--- src/rtl/rv32i_fde_pkg.sv ---
// Shared types and constants for the multi-cycle RV32I fetch/decode/execute unit.
// FDE_MUL_EN adds a decoded MUL flag path; the flag exists in every build.
package rv32i_fde_pkg;

  localparam int unsigned XLEN   = 32;
  localparam int unsigned REG_AW = 5;

  typedef enum logic [1:0] {
    ST_FETCH  = 2'd0,
    ST_DECODE = 2'd1,
    ST_EXEC   = 2'd2,
    ST_WRITE  = 2'd3
  } state_t;

  localparam logic [6:0] OPC_LUI    = 7'b0110111;
  localparam logic [6:0] OPC_AUIPC  = 7'b0010111;
  localparam logic [6:0] OPC_JAL    = 7'b1101111;
  localparam logic [6:0] OPC_JALR   = 7'b1100111;
  localparam logic [6:0] OPC_BRANCH = 7'b1100011;
  localparam logic [6:0] OPC_OP_IMM = 7'b0010011;
  localparam logic [6:0] OPC_OP     = 7'b0110011;
  localparam logic [6:0] OPC_STORE  = 7'b0100011;

  localparam logic [2:0] F3_ADD_SUB = 3'b000;
  localparam logic [2:0] F3_SLL     = 3'b001;
  localparam logic [2:0] F3_SLT     = 3'b010;
  localparam logic [2:0] F3_SLTU    = 3'b011;
  localparam logic [2:0] F3_XOR     = 3'b100;
  localparam logic [2:0] F3_SRL_SRA = 3'b101;
  localparam logic [2:0] F3_OR      = 3'b110;
  localparam logic [2:0] F3_AND     = 3'b111;
  localparam logic [2:0] F3_BEQ     = 3'b000;
  localparam logic [2:0] F3_BNE     = 3'b001;
  localparam logic [2:0] F3_BLT     = 3'b100;
  localparam logic [2:0] F3_BGE     = 3'b101;
  localparam logic [2:0] F3_BLTU    = 3'b110;
  localparam logic [2:0] F3_BGEU    = 3'b111;
  localparam logic [2:0] F3_JALR    = 3'b000;

  localparam logic [6:0] F7_BASE   = 7'b0000000;
  localparam logic [6:0] F7_ALT    = 7'b0100000;
  localparam logic [6:0] F7_MULDIV = 7'b0000001;

  localparam logic [XLEN-1:0] NOP_INSTR = 32'h0000_0013;

  // Exactly one flag is set for any instruction word.
  typedef struct packed {
    logic lui;
    logic auipc;
    logic jal;
    logic jalr;
    logic branch;
    logic op_imm;
    logic op;
    logic mul;
    logic illegal;
  } op_t;

  typedef struct packed {
    op_t               op;
    logic [2:0]        funct3;
    logic              alt;
    logic [REG_AW-1:0] rd;
    logic [REG_AW-1:0] rs1;
    logic [REG_AW-1:0] rs2;
    logic [XLEN-1:0]   imm;
  } dec_t;

  function automatic logic [XLEN-1:0] align_word(input logic [XLEN-1:0] a);
    return {a[XLEN-1:2], 2'b00};
  endfunction

endpackage

--- src/rtl/rv32i_fde_decoder.sv ---
// Combinational RV32I decoder: instruction word to one-hot op flags, fields and immediate.
// MUL is recognised only when FDE_MUL_EN is defined; otherwise it decodes as illegal.
module rv32i_fde_decoder
  import rv32i_fde_pkg::*;
(
  input  logic [XLEN-1:0] i_instr,
  output dec_t            o_dec
);

  logic [6:0]      w_opcode;
  logic [2:0]      w_f3;
  logic [6:0]      w_f7;
  logic [XLEN-1:0] w_imm_i;
  logic [XLEN-1:0] w_imm_s;
  logic [XLEN-1:0] w_imm_b;
  logic [XLEN-1:0] w_imm_u;
  logic [XLEN-1:0] w_imm_j;

  assign w_opcode = i_instr[6:0];
  assign w_f3     = i_instr[14:12];
  assign w_f7     = i_instr[31:25];
  assign w_imm_i  = {{(XLEN-12){i_instr[31]}}, i_instr[31:20]};
  assign w_imm_s  = {{(XLEN-12){i_instr[31]}}, i_instr[31:25], i_instr[11:7]};
  assign w_imm_b  = {{(XLEN-13){i_instr[31]}}, i_instr[31], i_instr[7], i_instr[30:25],
                     i_instr[11:8], 1'b0};
  assign w_imm_u  = {i_instr[31:12], 12'h000};
  assign w_imm_j  = {{(XLEN-21){i_instr[31]}}, i_instr[31], i_instr[19:12], i_instr[20],
                     i_instr[30:21], 1'b0};

  always_comb begin
    o_dec        = '0;
    o_dec.funct3 = w_f3;
    o_dec.alt    = i_instr[30];
    o_dec.rd     = i_instr[11:7];
    o_dec.rs1    = i_instr[19:15];
    o_dec.rs2    = i_instr[24:20];
    case (w_opcode)
      OPC_LUI: begin
        o_dec.op.lui = 1'b1;
        o_dec.imm    = w_imm_u;
      end
      OPC_AUIPC: begin
        o_dec.op.auipc = 1'b1;
        o_dec.imm      = w_imm_u;
      end
      OPC_JAL: begin
        o_dec.op.jal = 1'b1;
        o_dec.imm    = w_imm_j;
      end
      OPC_JALR: begin
        o_dec.imm = w_imm_i;
        if (w_f3 == F3_JALR) o_dec.op.jalr    = 1'b1;
        else                 o_dec.op.illegal = 1'b1;
      end
      OPC_BRANCH: begin
        o_dec.imm = w_imm_b;
        if (w_f3 == F3_SLT || w_f3 == F3_SLTU) o_dec.op.illegal = 1'b1;
        else                                   o_dec.op.branch  = 1'b1;
      end
      OPC_OP_IMM: begin
        // Shift-immediates reuse funct7 as an encoding field, so it must be valid.
        o_dec.imm = w_imm_i;
        if ((w_f3 == F3_SLL && w_f7 != F7_BASE) ||
            (w_f3 == F3_SRL_SRA && w_f7 != F7_BASE && w_f7 != F7_ALT))
          o_dec.op.illegal = 1'b1;
        else
          o_dec.op.op_imm = 1'b1;
      end
      OPC_OP: begin
        if (w_f7 == F7_BASE ||
            (w_f7 == F7_ALT && (w_f3 == F3_ADD_SUB || w_f3 == F3_SRL_SRA)))
          o_dec.op.op = 1'b1;
`ifdef FDE_MUL_EN
        else if (w_f7 == F7_MULDIV && w_f3 == F3_ADD_SUB)
          o_dec.op.mul = 1'b1;
`endif
        else
          o_dec.op.illegal = 1'b1;
      end
      OPC_STORE: begin
        o_dec.imm        = w_imm_s;
        o_dec.op.illegal = 1'b1;
      end
      default: o_dec.op.illegal = 1'b1;
    endcase
  end

endmodule

--- src/rtl/rv32i_fde_unit.sv ---
// Multi-cycle RV32I core: FETCH/DECODE/EXEC/WRITE sequencing, ALU, branch unit and PC.
// Defining FDE_MUL_EN adds single-cycle MUL (low 32 bits) in the EXEC state.
module rv32i_fde_unit
  import rv32i_fde_pkg::*;
#(
  parameter logic [XLEN-1:0] RESET_PC = 32'h0000_0000
) (
  input  logic              clk,
  input  logic              rstn,
  output logic [XLEN-1:0]   imem_addr,
  input  logic [XLEN-1:0]   imem_rdata,
  output logic [REG_AW-1:0] rs1_a,
  output logic [REG_AW-1:0] rs2_a,
  input  logic [XLEN-1:0]   rs1_v,
  input  logic [XLEN-1:0]   rs2_v,
  output logic              reg_we,
  output logic [REG_AW-1:0] reg_wa,
  output logic [XLEN-1:0]   reg_wd,
  output logic [XLEN-1:0]   pc,
  output logic [1:0]        state,
  output logic              illegal
);

  state_t            r_state;
  state_t            w_state_nxt;
  logic [XLEN-1:0]   r_pc;
  logic [XLEN-1:0]   r_pc_instr;
  logic [XLEN-1:0]   r_instr;
  logic [XLEN-1:0]   r_target;
  logic              r_taken;
  logic              r_illegal;
  logic              r_reg_we;
  logic [REG_AW-1:0] r_reg_wa;
  logic [XLEN-1:0]   r_reg_wd;

  logic [XLEN-1:0]   w_src;
  dec_t              w_dec;
  logic [XLEN-1:0]   w_op_b;
  logic [XLEN-1:0]   w_sra;
  logic              w_slt;
  logic              w_sltu;
  logic              w_lt;
  logic              w_ltu;
  logic              w_eq;
  logic              w_cond;
  logic [XLEN-1:0]   w_alu;
  logic [XLEN-1:0]   w_result;
  logic              w_taken;
  logic [XLEN-1:0]   w_target;
  logic              w_writes;

  // Decode the fresh memory word in DECODE so rs1_a/rs2_a are valid that cycle.
  assign w_src = (r_state == ST_DECODE) ? imem_rdata : r_instr;

  rv32i_fde_decoder u_decoder (
    .i_instr (w_src),
    .o_dec   (w_dec)
  );

  always_ff @(posedge clk) begin
    if (rstn) r_state <= ST_FETCH;
    else      r_state <= w_state_nxt;
  end

  always_comb begin
    w_state_nxt = r_state;
    case (r_state)
      ST_FETCH:  w_state_nxt = ST_DECODE;
      ST_DECODE: w_state_nxt = ST_EXEC;
      ST_EXEC:   w_state_nxt = ST_WRITE;
      ST_WRITE:  w_state_nxt = ST_FETCH;
      default:   w_state_nxt = ST_FETCH;
    endcase
  end

  assign w_op_b = w_dec.op.op_imm ? w_dec.imm : rs2_v;
  assign w_sra  = $signed(rs1_v) >>> w_op_b[4:0];
  assign w_slt  = $signed(rs1_v) < $signed(w_op_b);
  assign w_sltu = rs1_v < w_op_b;
  assign w_lt   = $signed(rs1_v) < $signed(rs2_v);
  assign w_ltu  = rs1_v < rs2_v;
  assign w_eq   = rs1_v == rs2_v;

  always_comb begin
    w_alu = '0;
    case (w_dec.funct3)
      F3_ADD_SUB: w_alu = (w_dec.op.op && w_dec.alt) ? rs1_v - w_op_b : rs1_v + w_op_b;
      F3_SLL:     w_alu = rs1_v << w_op_b[4:0];
      F3_SLT:     w_alu = {{(XLEN-1){1'b0}}, w_slt};
      F3_SLTU:    w_alu = {{(XLEN-1){1'b0}}, w_sltu};
      F3_XOR:     w_alu = rs1_v ^ w_op_b;
      F3_SRL_SRA: w_alu = w_dec.alt ? w_sra : rs1_v >> w_op_b[4:0];
      F3_OR:      w_alu = rs1_v | w_op_b;
      F3_AND:     w_alu = rs1_v & w_op_b;
      default:    w_alu = '0;
    endcase
  end

  always_comb begin
    w_cond = 1'b0;
    case (w_dec.funct3)
      F3_BEQ:  w_cond = w_eq;
      F3_BNE:  w_cond = !w_eq;
      F3_BLT:  w_cond = w_lt;
      F3_BGE:  w_cond = !w_lt;
      F3_BLTU: w_cond = w_ltu;
      F3_BGEU: w_cond = !w_ltu;
      default: w_cond = 1'b0;
    endcase
  end

  always_comb begin
    w_result = w_alu;
    if (w_dec.op.lui)                      w_result = w_dec.imm;
    else if (w_dec.op.auipc)               w_result = r_pc_instr + w_dec.imm;
    else if (w_dec.op.jal || w_dec.op.jalr) w_result = r_pc_instr + 32'd4;
`ifdef FDE_MUL_EN
    else if (w_dec.op.mul)                 w_result = rs1_v * rs2_v;
`endif
  end

  // Word alignment also covers the JALR bit-0 clear.
  assign w_target = align_word(w_dec.op.jalr ? rs1_v + w_dec.imm : r_pc_instr + w_dec.imm);
  assign w_taken  = w_dec.op.jal || w_dec.op.jalr || (w_dec.op.branch && w_cond);
  assign w_writes = w_dec.op.lui || w_dec.op.auipc || w_dec.op.jal || w_dec.op.jalr ||
                    w_dec.op.op_imm || w_dec.op.op || w_dec.op.mul;

  always_ff @(posedge clk) begin
    if (rstn) begin
      r_pc       <= RESET_PC;
      r_pc_instr <= RESET_PC;
      r_instr    <= NOP_INSTR;
      r_taken    <= 1'b0;
      r_target   <= '0;
      r_illegal  <= 1'b0;
      r_reg_we   <= 1'b0;
      r_reg_wa   <= '0;
      r_reg_wd   <= '0;
    end else begin
      r_reg_we <= 1'b0;
      case (r_state)
        ST_DECODE: begin
          r_instr    <= imem_rdata;
          r_pc_instr <= r_pc;
        end
        ST_EXEC: begin
          r_taken  <= w_taken;
          r_target <= w_target;
          r_reg_we <= w_writes && (w_dec.rd != '0);
          r_reg_wa <= w_dec.rd;
          r_reg_wd <= w_result;
        end
        ST_WRITE: begin
          r_pc <= r_taken ? r_target : r_pc + 32'd4;
          if (w_dec.op.illegal) r_illegal <= 1'b1;
        end
        default: ;
      endcase
    end
  end

  // Reset arriving during WRITE suppresses the write already queued for that cycle.
  assign reg_we    = r_reg_we & ~rstn;
  assign reg_wa    = r_reg_wa;
  assign reg_wd    = r_reg_wd;
  assign imem_addr = r_pc;
  assign pc        = r_pc;
  assign state     = r_state;
  assign illegal   = r_illegal;
  assign rs1_a     = w_dec.rs1;
  assign rs2_a     = w_dec.rs2;

endmodule

--- config.mk ---
export PLATFORM = sky130hd
export DESIGN_NAME = rv32i_fde_unit
export DESIGN_NICKNAME = d
export VERILOG_FILES = /design/src/rtl/rv32i_fde_pkg.sv /design/src/rtl/rv32i_fde_decoder.sv /design/src/rtl/rv32i_fde_unit.sv
export SDC_FILE = /design/constraint.sdc
export NUM_CORES = 1
export LEC_CHECK = 0
export CELL_PAD_IN_SITES_DETAIL_PLACEMENT = 0
export CELL_PAD_IN_SITES_GLOBAL_PLACEMENT = 2
export CORE_MARGIN = 4
export CORE_UTILIZATION = 32
export DETAILED_ROUTE_END_ITERATION = 10
export MAX_ROUTING_LAYER = met4
export PLACE_DENSITY_LB_ADDON = 0.1
export SLEW_MARGIN = 5
export SYNTH_ARGS = -nofsm -noshare
export SYNTH_HDL_FRONTEND = slang
export SYNTH_HIERARCHICAL = 1
export SYNTH_SLANG_ARGS = --single-unit
--- constraint.sdc ---
create_clock -name clk -period 7.8 [get_ports clk]
set_clock_uncertainty 0.2 [all_clocks]
set_input_delay 1.56 -clock clk [delete_from_list [all_inputs] [get_ports clk]]
set_output_delay 1.56 -clock clk [all_outputs]
set_load 0.005 [all_outputs]
; ---- Yosys cells after proc, flatten, opt, wreduce, memory -nomap -nowiden
; Index checks and enable logic that the tools add are counted.
; Widths: inputs -> output; s select.
[word_totals]
reg_bits = 168
input_bits = 98
output_inout_bits = 115
elab_cells = 110
[classes]
add_sub_neg = 6
order_cmp = 4
n_eq_ne = 21
n_shift = 3
mux = 29
n_bitwise = 6
reduce_logical = 31
[op_table]
columns = operator, n
row1 = $mux 32, 9
row2 = $pmux 32 s8, 1
row3 = $pmux 32 s5, 1
row4 = $lt 32x32->1, 4
row5 = $add 32x32->32, 3
row6 = $add 32x3->32 const B, 2
row7 = $and 32x32->32, 1
row8 = $eq 32x32->1, 1
row9 = $or 32x32->32, 1
row10 = $shl 32x5->32, 1
row11 = $shr 32x5->32, 1
row12 = $sshr 32x5->32, 1
row13 = $sub 32x32->32, 1
row14 = $xor 32x32->32, 1
row15 = $eq 7x6->1 const B, 4
row16 = $eq 7x7->1 const B, 3
row17 = $mux 1, 15
row18 = $eq 7x5->1 const B, 2
row19 = $eq 3x3->1 const B, 4
row20 = $logic_or 1x1->1, 11
row21 = $pmux 2 s4, 1
row22 = $logic_and 1x1->1, 7
row23 = $logic_not 7->1, 1
row24 = $ne 7x6->1 const B, 1
row25 = 16 further kinds, 23

; ---- Depth between registers and ports, before layout
; Gate-level depths: netlist (run 1).
[logic_depth]
word_depth = 15
depth_mapped = 28
ltp_nobuf = 22

; ---- Hierarchy
; The synthesis (run 1) kept the hierarchy.
[modules_own_cells]
columns = mod, instances, cells_each, area_each_um2, seq_area_each_um2
row1 = rv32i_fde_unit, 1, 2805, 20464.6, 3283.1
row2 = rv32i_fde_decoder, 1, 120, 802.0, 0.0

; ---- Worst setup path before layout (run 1)
; No wires, ideal clock.
[synth_path]
path_type = input to register
startpoint = input imem_rdata[31]
endpoint = register r_reg_wd[30] (netlist: reg_wd[30])
setup_ps = 118
arrival_ps = 6941
t_required_ps = 7482
path_slack_ps = 540
path_stages = 21
n_path_buf = 5
path_cell_list = mux2_2 -> or4_4 -> o311a_1 -> nor2_1 -> buf_6 -> mux2i_2 -> buf_2 -> buf_1 -> buf_1 -> ha_1 -> clkbuf_1 -> o21bai_1 -> o2111ai_1 -> a211oi_1 -> o31ai_1 -> o31ai_1 -> a311oi_1 -> o41ai_1 -> a22oi_1 -> xnor2_1 -> o21ai_1
[synth_rtl]
columns = item, line
row1 = from (decl), rv32i_fde_unit.sv:11  ; input logic [XLEN-1:0] imem_rdata,
row2 = to (signal assigned), rv32i_fde_unit.sv:151  ; r_reg_wd <= w_result;
row3 = to (decl), rv32i_fde_unit.sv:34  ; logic [XLEN-1:0] r_reg_wd;

==> results of run 1 <==
state kept, by name, indices dropped and copies added (netlist names):
| signal | count |
|---|---|
| r_target | 30 |
| state | 2 |
| r_instr | 32 |
| r_taken | 1 |
| reg_wd | 32 |
| imem_addr | 30 |
| reg_wa | 5 |
| r_reg_we | 1 |
| r_pc_instr | 30 |
| illegal | 1 |
layer usage:
| metal | vias up | part of all wire |
|---|---|---|
| li1 | 10900 | - |
| met2 | 1108 | 0.43 |
| met3 | 195 | 0.070 |
| met4 | 0 | 0.049 |
| met5 | - | 0 |
| met1 | 11500 | 0.45 |
cell families after synthesis:
group / count (synthesis) / share of synthesized area
xor+xnor: 111 / 0.0457
flops: 164 / 0.154
other cells: 2 / 0.000353
simple gates: 905 / 0.197
fa+ha+maj: 196 / 0.116
buf+inv: 385 / 0.0799
compound gates: 965 / 0.302
mux: 197 / 0.104
cells in the final DEF (no fill, tap or decap), types with 58 or more instances in the layout:
cell	count
a21oi_1	236
inv_1	145
o21ai_0	189
nand2_1	268
dfxtp_1	163
a211oi_1	74
ha_1	191
buf_4	137
clkdlybuf4s50_1	207
nor2_1	282
xnor2_1	63
a21o_1	58
mux2i_1	142
nor3_1	60
nand3_1	61
stage by stage:
stage	setup slack (ps)	util	power [mW]	area [um2]	hold slack, ps
after global placement	344	0.371	6.51	24400	252
after CTS	749	0.380	7.40	25000	284
after floorplan	540	-	4.34	21300	231
final	590	0.380	7.53	25000	273
after global routing	207	0.380	7.88	25000	308
after detailed placement	200	0.371	6.47	24400	267
power groups by stage:
stage | logic (mW) | registers (mW) | clock network [mW]
2_1_floorplan | 3.31 | 1.03 | 0
3_3_place_gp | 5.44 | 1.07 | 0
3_5_place_dp | 5.40 | 1.07 | 0
4_1_cts | 5.43 | 1.05 | 0.921
5_1_grt | 5.87 | 1.06 | 0.947
6_report | 5.58 | 1.05 | 0.899
worst paths after layout:
| check | to | slack (ps) | cells after the start |
|---|---|---|---|
| setup / recovery | reg_wd[17] | 590 | 19 |
| hold / removal | reg_wd[9] | 270 | 2 |
| setup reg to reg | reg_wd[17] | 1110 | 21 |
| hold reg to reg | reg_wd[9] | 270 | 2 |
critical path, stage by stage:
cell             delay [ps]
clkdlybuf4s50_1         410
mux2_2                  330
or3b_1                  490
or2_2                   370
nand2_1                 150
a22o_1                  370
mux2i_4                 170
inv_1                   150
buf_4                   510
mux4_2                  410
mux2i_1                 180
and2_1                  170
a31oi_1                  50
nor2b_1                 190
a211oi_1                110
buf_4                   170
a2111oi_0              1230
or4_1                   260
o32ai_2                  90
layout make-up:
type                    count  share of cell area
diodes                      3            0.000300
clock buffers              19              0.0177
clock inverters            13             0.00550
inverters                 149              0.0224
multi-input cells        2379               0.654
flip-flops and latches    164               0.131
well taps                 864              0.0432
repair buffers            346               0.125
==> impl_metrics.csv, run 1 <==
group,metric,value,unit
detailed_routing,drtIter0Drc,2763,
timing,setup-tns-final,0,ps
outcome,violations,"capacitance limit, slew limit",
cts,cts_buffer_depth,2,
cts,ctsHoldBuffers,0,
cells_and_area,fill_cells,6993,
timing,finalSetupViolCount,0,
pwr,switchingPower,4.18,mW
cells_and_area,seqCellArea,0.00328,mm2
timing,period_needed,7210,ps
floorplanning,fp.dieH,266,um
global_routing,use_met3,0.0389,
setup_path,cp-startpoint,"imem_rdata[5]",
cells_and_area,finalNonFillerCells,3937,
setup_path,worstPathArrival,7370,ps
detailed_routing,drc,0,
global_routing,top_usage_layer,"met2",
timing,slew_headroom,-0.0917,
cts,htree_levels,4,
yosys,syn_area,0.0213,mm2
floorplanning,start_util,0.323,
global_routing,grt_max_degree,66,
timing,worst_pin_slew,1600,ps
pwr,powerDensity,301,mW/mm2
global_routing,grt_usage,0.331,
yosys,syn_area_per_cell,7.27,um2
place,place.gp.congestion,1.06,
floorplanning,core_area,0.0659,mm2
setup_path,worst_setup_path_start_kind,"primary input",
yosys,synthDistinctLibCells,93,
global_routing,first_global_vias,22300,
timing,rsz0062_at_grt,"false",
cts,cts_num_sinks,164,
cells_and_area,fin_nets,3351,
yosys,yosys.area.top_type_share,0.154,
place,place_hpwl,92700,um
detailed_routing,avgRoutedWirePerCell,30.0,um
floorplanning,die-area,0.0706,mm2
detailed_routing,drt_wl_total,118000,um
global_routing,grtUsageMet2,0.496,
cells_and_area,multi_input_area,0.0164,mm2
yosys,async_flop_share,0,
cts,tritoncts,"built",
yosys,synth_enable_flop_cells,0,
pwr,clkPwrFrac,0.119,
outcome,status,"complete, but fails checks",
yosys,yosys-top-cells-area,"dfxtp_1, ha_1, mux2i_1, a21oi_1, nor2_1",
setup_path,worstSetupPathType,"in -> reg",
yosys,netlist_instances,2925,
yosys,ys_top_cells_by_count,"nor2_1, nand2_1, a21oi_1, ha_1, o21ai_0",
detailed_routing,first_pass_iters,7,
yosys,yosys_warnings,6,
place,port_buffers,208,
timing,finalHoldViolCount,0,
pwr,irDropWorstVdd,0.225,mV
yosys,ys_seq_elements,164,
detailed_routing,via_per_inst,6.03,
cts,cts_resized,0,
timing,finalCritPeriodShare,0.924,
global_routing,met1_usage,0.450,
global_routing,overflow,0,
setup_path,end_kind,"register",
pwr,p_int,3.35,mW
detailed_routing,antenna_left,0,
yosys,seq_area_frac_synth,0.154,
timing,drv_slew,2,
timing,timing.fmax,0.139,GHz
cts,numCtsBuffers,17,
hold_path,holdCritPathClass,"reg -> reg",
global_routing,antenna_found_initial,2,
pwr,swShare,0.555,
pwr,power_leakage,10.5,nW
detailed_routing,vias,23800,
cts,post_cts_buffers,0,
yosys,synth_flop_cell,"dfxtp_1",
setup_path,critPathMaxFanout,41,
hold_path,hp-start,"reg_wd[9]",
yosys,synth.most_common_cell,"nor2_1",
cts,insertion_delay,490,ps
yosys,yosysTopAreaCell,"dfxtp_1",
pwr,pwr-share-comb,0.741,
cells_and_area,syn_to_final_growth,17.7,%
cts,cts_root_buf,"clkbuf_16",
setup_path,cp.required,7960,ps
place,dp_cells,3902,
floorplanning,placementRows,94,
cells_and_area,drive_gt1_frac,0.0866,
run,maxCapViolCount,1,
global_routing,grt_pass1_wl,167000,um
setup_path,r2r-start,"state[1]",
cts,clkTransAtPathRegs,80,ps
floorplanning,chipWidth,266,um
floorplanning,io_pins,213,
pwr,p_seq_frac,0.139,
(Power assumes the default switching activity.)
==> inputs of run 2 (changes only) <==
--- a/config.mk
+++ b/config.mk
@@ -10,6 +10,7 @@
 export CORE_MARGIN = 4
 export CORE_UTILIZATION = 32
 export DETAILED_ROUTE_END_ITERATION = 10
+export HOLD_SLACK_MARGIN = 0.05
 export MAX_ROUTING_LAYER = met4
 export PLACE_DENSITY_LB_ADDON = 0.1
 export SLEW_MARGIN = 5
==> constraint.sdc (replaced) <==
create_clock -name clk -period 7.3 [get_ports clk]
set_clock_uncertainty 0.2 [all_clocks]
set_input_delay 1.46 -clock clk [delete_from_list [all_inputs] [get_ports clk]]
set_output_delay 1.46 -clock clk [all_outputs]
set_load 0.005 [all_outputs]
==> run 2 against run 1 <==
  * The run now ends clean
  * Non-clock buffer count up 90
  * Via count up 2.2%
  * Global-route usage up 0.21 points
  * Cell count up 2.3%
  * Combinational power up 12%
  * Power up 10%
  * Worst setup slack worse by 460 ps
  * First-iteration DRC count up 9.7%
  * Sequential power up 7%
  * Final area up 2.7%
  * Wire length up 1.0%
  * Critical endpoint is now reg_wd[30]
  * Largest cell class unchanged
  * Largest power group unchanged
==> impl_metrics.csv, run 2 (synthesis gave the netlist of run 1 again) <==
group,metric,value,unit
outcome,status,"finished clean",
global_routing,overflow,0,
timing,rsz0062_at_grt,"false",
cts,cts_resized,0,
timing,worst_pin_slew,1240,ps
detailed_routing,drt_wl_total,119000,um
pwr,powerDensity,323,mW/mm2
timing,finalCritPeriodShare,0.983,
cts,post_cts_buffers,0,
setup_path,worst_setup_path_start_kind,"primary input",
cells_and_area,final_common_cell,"nor2_1",
floorplanning,core_area,0.0659,mm2
timing,timing.fmax,0.139,GHz
floorplanning,chipWidth,266,um
cells_and_area,fill_cells,6981,
global_routing,grt_usage,0.333,
cts,htree_levels,4,
timing,setup-tns-final,0,ps
detailed_routing,antenna_left,0,
cts,insertion_delay,490,ps
global_routing,first_global_vias,22500,
pwr,irDropWorstVdd,0.160,mV
cells_and_area,final_cell_mix,"nor2_1, nand2_1, a21oi_1, buf_4, clkdlybuf4s50_1",
floorplanning,fp.dieH,266,um
pwr,power_leakage,10.9,nW
place,place_hpwl,94100,um
timing,holdWs,279,ps
cts,clkTransAtPathRegs,80,ps
cts,ctsHoldBuffers,0,
cells_and_area,fin_nets,3441,
floorplanning,die-area,0.0706,mm2
floorplanning,io_pins,213,
timing,period_needed,7170,ps
timing,drv_slew,0,
detailed_routing,drtIter0Drc,3031,
timing,slew_headroom,0.165,
cts,cts_buffer_depth,2,
detailed_routing,drc,0,
cells_and_area,syn_to_final_growth,20.9,%
cells_and_area,drive_gt1_frac,0.112,
setup_path,end_kind,"register",
setup_path,cp.required,7490,ps
detailed_routing,vias,24300,
cts,cts_num_sinks,164,
place,port_buffers,208,
global_routing,grt_pass1_wl,168000,um
hold_path,holdCritPathClass,"reg -> reg",
floorplanning,placementRows,94,
cts,cts_root_buf,"clkbuf_16",
detailed_routing,avgRoutedWirePerCell,29.7,um
timing,finalSetupViolCount,0,
setup_path,critPathMaxFanout,20,
cells_and_area,final_util,0.390,
cts,numCtsBuffers,17,
timing,finalHoldViolCount,0,
setup_path,worstSetupPathType,"in -> reg",
setup_path,worstPathArrival,7360,ps
global_routing,grt_max_degree,61,
detailed_routing,via_per_inst,6.03,
floorplanning,start_util,0.323,
global_routing,antenna_found_initial,3,
cts,tritoncts,"built",
detailed_routing,first_pass_iters,6,
place,place.gp.congestion,1.07,
run,maxCapViolCount,0,
## run 2: critical path, stage by stage
cell and delay (ps):
clkdlybuf4s50_1 390, mux2_2 280, or4_4 550, o311a_1 420, nor2_4 180, buf_12 170
buf_12 160, buf_4 270, nand2_1 100, o21a_1 140, ha_1 290, or4_1 590
a211oi_1 450, buf_4 210, o31ai_1 110, o31ai_1 310, buf_4 170, a311oi_1 130
o41ai_1 440, a22oi_1 220, xnor2_1 210, o21ai_1 90
## run 2: per-stage QoR
stage	area (um2)	setup slack (ps)	power (mW)	instances
final	25700	126	8.31	4027
after global routing	25700	43.1	8.69	4024
after CTS	25700	184	8.16	4022
after detailed placement	25100	-358	7.16	3992
after global placement	25100	-231	7.20	3992
after floorplan	21300	140	4.63	2928
## run 2: report_power, final
group,internal (mW),switching [mW],total (mW)
sequential,1.02,0.0976,1.12
clock,0.507,0.456,0.963
combinational,2.27,3.95,6.23
## run 2: final timing paths
path | start | to | slack, ps | cells after the start
worst max-delay path | imem_rdata[31] | reg_wd[30] | 130 | 22
worst min register to register | reg_wd[9] | reg_wd[9] | 280 | 2
worst min-delay path | reg_wd[9] | reg_wd[9] | 280 | 2
worst max register to register | state[1] | reg_wd[30] | 570 | 23
## run 2: layout make-up
cell class	instances	area (um2)	area share
Sequential cell	164	3280	0.128
Timing Repair Buffer	436	3820	0.148
Tap cell	864	1080	0.0421
Clock inverter	13	151	0.00589
Antenna cell	5	12.5	0.000487
Inverter	149	561	0.0218
Multi-Input combinational cell	2379	16400	0.637
Clock buffer	17	425	0.0165
## run 2: routing by layer
| layer | share of wire | GRT usage |
|---|---|---|
| met2 | 0.43 | 0.500 |
| met1 | 0.44 | 0.450 |
| met4 | 0.054 | 0.153 |
| met5 | 0 | - |
| met3 | 0.068 | 0.0374 |
==> variant 1 (config.mk and constraints of run 2) <==
Make the reset (`rstn`) asynchronous in 2 clocked blocks.
--- a/src/rtl/rv32i_fde_unit.sv
+++ b/src/rtl/rv32i_fde_unit.sv
@@ -57,7 +57,7 @@
     .o_dec   (w_dec)
   );
 
-  always_ff @(posedge clk) begin
+  always_ff @(posedge clk or posedge rstn) begin
     if (rstn) r_state <= ST_FETCH;
     else      r_state <= w_state_nxt;
   end
@@ -125,7 +125,7 @@
   assign w_writes = w_dec.op.lui || w_dec.op.auipc || w_dec.op.jal || w_dec.op.jalr ||
                     w_dec.op.op_imm || w_dec.op.op || w_dec.op.mul;
 
-  always_ff @(posedge clk) begin
+  always_ff @(posedge clk or posedge rstn) begin
     if (rstn) begin
       r_pc       <= RESET_PC;
       r_pc_instr <= RESET_PC;
Function: differs if rstn is asserted again (counterexample within 4 cycles, from zero or initial values and one cycle with rstn high); with rstn held inactive, the same outputs for 4 cycles.
==> variant 1 against run 2 <==
  * Maximum frequency is 1.3% higher
  * Wire length is 1.2% higher
  * Core utilization hardly changed
  * Area after synthesis is 3.1% higher
  * Die area is 3.0% higher
  * Final area is 2.4% higher
  * Sequential cell count stayed put
  * Setup slack better by 0.092 ns
  * Critical path type unchanged
  * Largest cell class unchanged
  * Highest routed layer unchanged
Power is not compared: it rests on default switching activity, and its combinational part moved more than twofold at a synthesized area within 25%.
==> variant 1: results (changes against run 2) <==
metric,value,unit,change
Hold Path End,illegal$_DFFE_PP0P_,,was reg_wd[9]$_SDFFE_PP0P_
placed cell area,0.02572,mm^2,was 0.02512 mm^2
Worst Path Arrival,7.21,ns,was 7.36 ns
Area Overhead vs Synth,19.99,%,was 20.88%
RePlAce Congestion,0.9957,,was 1.071
WL per Instance,30.81,um,was 29.67 um
hold slack,0.2670,ns,was 0.2786 ns
share of layout cells above drive strength 1,0.1341,,was 0.1124
vias in the first global route,23240,,was 22550
Final #Nets,3332,,was 3441
Pleak,11.51,nW,
top achievable clock speed,0.1412,GHz,was 0.1394 GHz
number of library cell types mapped by synthesis,110,,was 93
CP peak stage delay,0.55,ns,was 0.59 ns
routed wire length,120900,um,was 119500 um
status,completed,,unchanged
crit-path max FO,3,,was 20
Hold Startpoint,illegal$_DFFE_PP0P_,,was reg_wd[9]$_SDFFE_PP0P_
Inst Count DP,3892,,was 3992
H-tree levels,4,,unchanged
CP Launch Point,imem_rdata[31],,unchanged
initial drt markers,2522,,was 3031
sequential fraction of the synthesis area,0.1873,,was 0.1544
cells after synthesis,2806,,was 2925
met2 wire len,51760,um,was 51860 um
actual slew at the worst max-slew pin,1.268,ns,was 1.239 ns
Diodes inserted,0,,was 5
met3 Use GR,0.05170,,was 0.03740
top post-synthesis cells by area,"dfrtp_1, ha_1, mux2i_1",,"was dfxtp_1, ha_1, mux2i_1"
clock root buffer master,clkbuf_16,,unchanged
hold depth,1,,was 2
worst setup path endpoint,reg_wd[0]$_DFFE_PP0P_,,was reg_wd[30]$_SDFFE_PP0P_
ys async rst share,1.000,,was 0
DR pass1 iterations,5,,was 6
first-pass GRT wire length,172100,um,was 167900 um
critical path's slowest cell,or4_4,,was or4_1
largest net degree at the start of global routing,165,,was 61
P_comb,1.55,mW,
Place WS,-0.06873,ns,was -0.3575 ns
Worst Reg2Reg Path Length in Cells,22,,was 23
routed wl met3,9109,um,was 8089 um
r2r setup slk,0.45,ns,was 0.57 ns
grt met1 use,0.4637,,was 0.4497
clock latency on the worst-skew pair,0.46,ns,was 0.49 ns
total track usage,0.3294,,was 0.3330
CTS resizes,0,,unchanged
Commonest cells post-synth,"nand2_1, nor2_1, a21oi_1",,"was nor2_1, nand2_1, a21oi_1"
vias per cell,6.070,,was 6.031
met2 Track Usage GR,0.4847,,was 0.5001
HPWL Detailed,96990,um,was 94060 um
reg2reg start,state[1]$_DFF_PP0_,,was state[1]$_SDFF_PP0_
WL met1,55410,um,was 53050 um
==> variant 1: cell types whose count changed in the layout (fill, tap and decap cells not counted), sizes merged, moves of 25 or more <==
cell and delta:
nor2 -30, dfxtp -164, and2 -28, mux2 +34, dfrtp +161, a211oi -25
mux2i -25
==> variant 1: layout make-up <==
cell class / count / area, um^2
Fill cell: 7081 / 41200
Multi-Input combinational cell: 2257 / 16100
Sequential cell: 164 / 4108
Timing Repair Buffer: 428 / 3771
Tap cell: 873 / 1092
Inverter: 170 / 648.1
Clock buffer: 18 / 439.2
Clock inverter: 14 / 158.9
==> variant 1: cells by family after synthesis <==
logic type | count (synthesis) | synth area share
xor gates and xnor gates | 127 | 0.05071
other | 2 | 0.0003424
adders and majority gates | 196 | 0.1125
DFF | 164 | 0.1873
muxes | 221 | 0.1234
and+or+nand+nor | 821 | 0.1740
AOI/OAI and AO/OA | 887 | 0.2692
buffers and inverters | 388 | 0.08254
==> variant 2 (settings of run 2) <==
Without the edit above. Register the input `imem_rdata` before use. The logic sees it one clock later. The other inputs are not delayed to match.
--- a/src/rtl/rv32i_fde_unit.sv
+++ b/src/rtl/rv32i_fde_unit.sv
@@ -20,6 +20,12 @@
   output logic [1:0]        state,
   output logic              illegal
 );
+
+  logic [XLEN-1:0] imem_rdata_q;
+
+  always_ff @(posedge clk) begin
+    imem_rdata_q <= imem_rdata;
+  end
 
   state_t            r_state;
   state_t            w_state_nxt;
@@ -50,7 +56,7 @@
   logic              w_writes;
 
   // Decode the fresh memory word in DECODE so rs1_a/rs2_a are valid that cycle.
-  assign w_src = (r_state == ST_DECODE) ? imem_rdata : r_instr;
+  assign w_src = (r_state == ST_DECODE) ? imem_rdata_q : r_instr;
 
   rv32i_fde_decoder u_decoder (
     .i_instr (w_src),
@@ -140,7 +146,7 @@
       r_reg_we <= 1'b0;
       case (r_state)
         ST_DECODE: begin
-          r_instr    <= imem_rdata;
+          r_instr    <= imem_rdata_q;
           r_pc_instr <= r_pc;
         end
         ST_EXEC: begin
Function: changed (a bounded check fails within 4 cycles, from zero or initial values and one cycle with rstn high).
==> variant 2 against run 2 <==
  * Final area rose by 1.8%
  * Sequential power is 14% higher
  * Setup slack better by 0.30 ns
  * Final cell count grew 1.8%
  * Sequential share of layout area grew 2.2 points
  * Wire length increased by 2.2%
  * Die area rose by 5.9%
  * Sequential cell count is 32 higher
  * Total power decreased by 0.70%
  * Area after synthesis up 6.1%
  * Worst hold slack got worse by 0.0043 ns
  * Via count rose by 1.8%
  * Critical path depth fell by 2
==> variant 2: results (changes against run 2) <==
metric,value,unit,change
initial drt markers,2736,,was 3031
placed cell area,0.02548,mm^2,was 0.02512 mm^2
WL met1,53940,um,was 53050 um
mux contribution to synthesized area,0.1056,,was 0.1043
met2 wire len,53540,um,was 51860 um
WL per Instance,29.79,um,was 29.67 um
r2r setup slk,0.42,ns,was 0.57 ns
Synth Area in Compound Gates,0.2915,,was 0.3019
initial antenna violation count,2,,was 3
met2 Track Usage GR,0.4951,,was 0.5001
met3 Use GR,0.04575,,was 0.03740
CP Launch Point,state[1]$_SDFF_PP0_,,was imem_rdata[31]
Place WS,0.4904,ns,was -0.3575 ns
Adder-Cell Fraction of Synth Area,0.1093,,was 0.1160
first-pass GRT wire length,171600,um,was 167900 um
largest net degree at the start of global routing,79,,was 61
CP peak stage delay,0.71,ns,was 0.59 ns
fin crit share,0.9423,,was 0.9828
Syn Area/Cell,7.377,um^2,was 7.271 um^2
top post-synthesis cells by area,"dfxtp_1, ha_1, mux2i_1",,unchanged
Worst Path Arrival,6.99,ns,was 7.36 ns
Synth Area in XOR/XNOR,0.04580,,was 0.04571
Via Count,24730,,was 24290
crit-path max FO,30,,was 20
sequential fraction of the synthesis area,0.1739,,was 0.1544
share of layout cells above drive strength 1,0.07419,,was 0.1124
Worst Reg2Reg Path Length in Cells,20,,was 23
Hold Startpoint,reg_wd[25]$_SDFFE_PP0P_,,was reg_wd[9]$_SDFFE_PP0P_
clock latency on the worst-skew pair,0.46,ns,was 0.49 ns
status,completed,,unchanged
Commonest cells post-synth,"nand2_1, nor2_1, a21oi_1",,"was nor2_1, nand2_1, a21oi_1"
routed wl met3,8047,um,was 8089 um
hold slack,0.2743,ns,was 0.2786 ns
RePlAce Congestion,1.035,,was 1.071
number of library cell types mapped by synthesis,91,,was 93
Hold Path End,reg_wd[25]$_SDFFE_PP0P_,,was reg_wd[9]$_SDFFE_PP0P_
hold depth,1,,was 2
Reg2Reg Capture Point,reg_wd[0]$_SDFFE_PP0P_,,was reg_wd[30]$_SDFFE_PP0P_
Slew HR,0.2952,,was 0.1652
peak supply drop,253.4,uV,was 160.3 uV
Layout Cells excl Fill,4100,,was 4027
variant 2: worst max-delay path: cells and delay by family, from the launching register on:
kind	cells	cell delay [ns]
adders and majority gates	2	0.67
AOI/OAI and AO/OA	10	3.06
buffers and inverters	3	0.77
DFF	1	0.37
muxes	1	0.43
and+or+nand+nor	4	1.19
variant 2: layout make-up:
type	count	area [um^2]
fill	7436	43730
antenna	6	15.01
inverter	156	588.1
multi-input combinational	2462	16950
timing repair buffer	308	2843
sequential	196	3925
tap	940	1176
clock inverter	15	255.2
clock buffer	17	425.4
variant 2: power by group:
part	leakage (nW)	total (mW)	internal (mW)	switching [mW]
sequential	1.60	1.28	1.19	0.0915
combinational	8.84	5.88	2.00	3.88
clock	0.328	1.08	0.572	0.511
total	10.8	8.25	3.77	4.48
variant 2: cell families after synthesis:
group | Yosys count
other cells | 2
xor+xnor | 118
fa+ha+maj | 196
flops | 196
simple gates | 936
mux | 212
buf+inv | 404
compound gates | 995
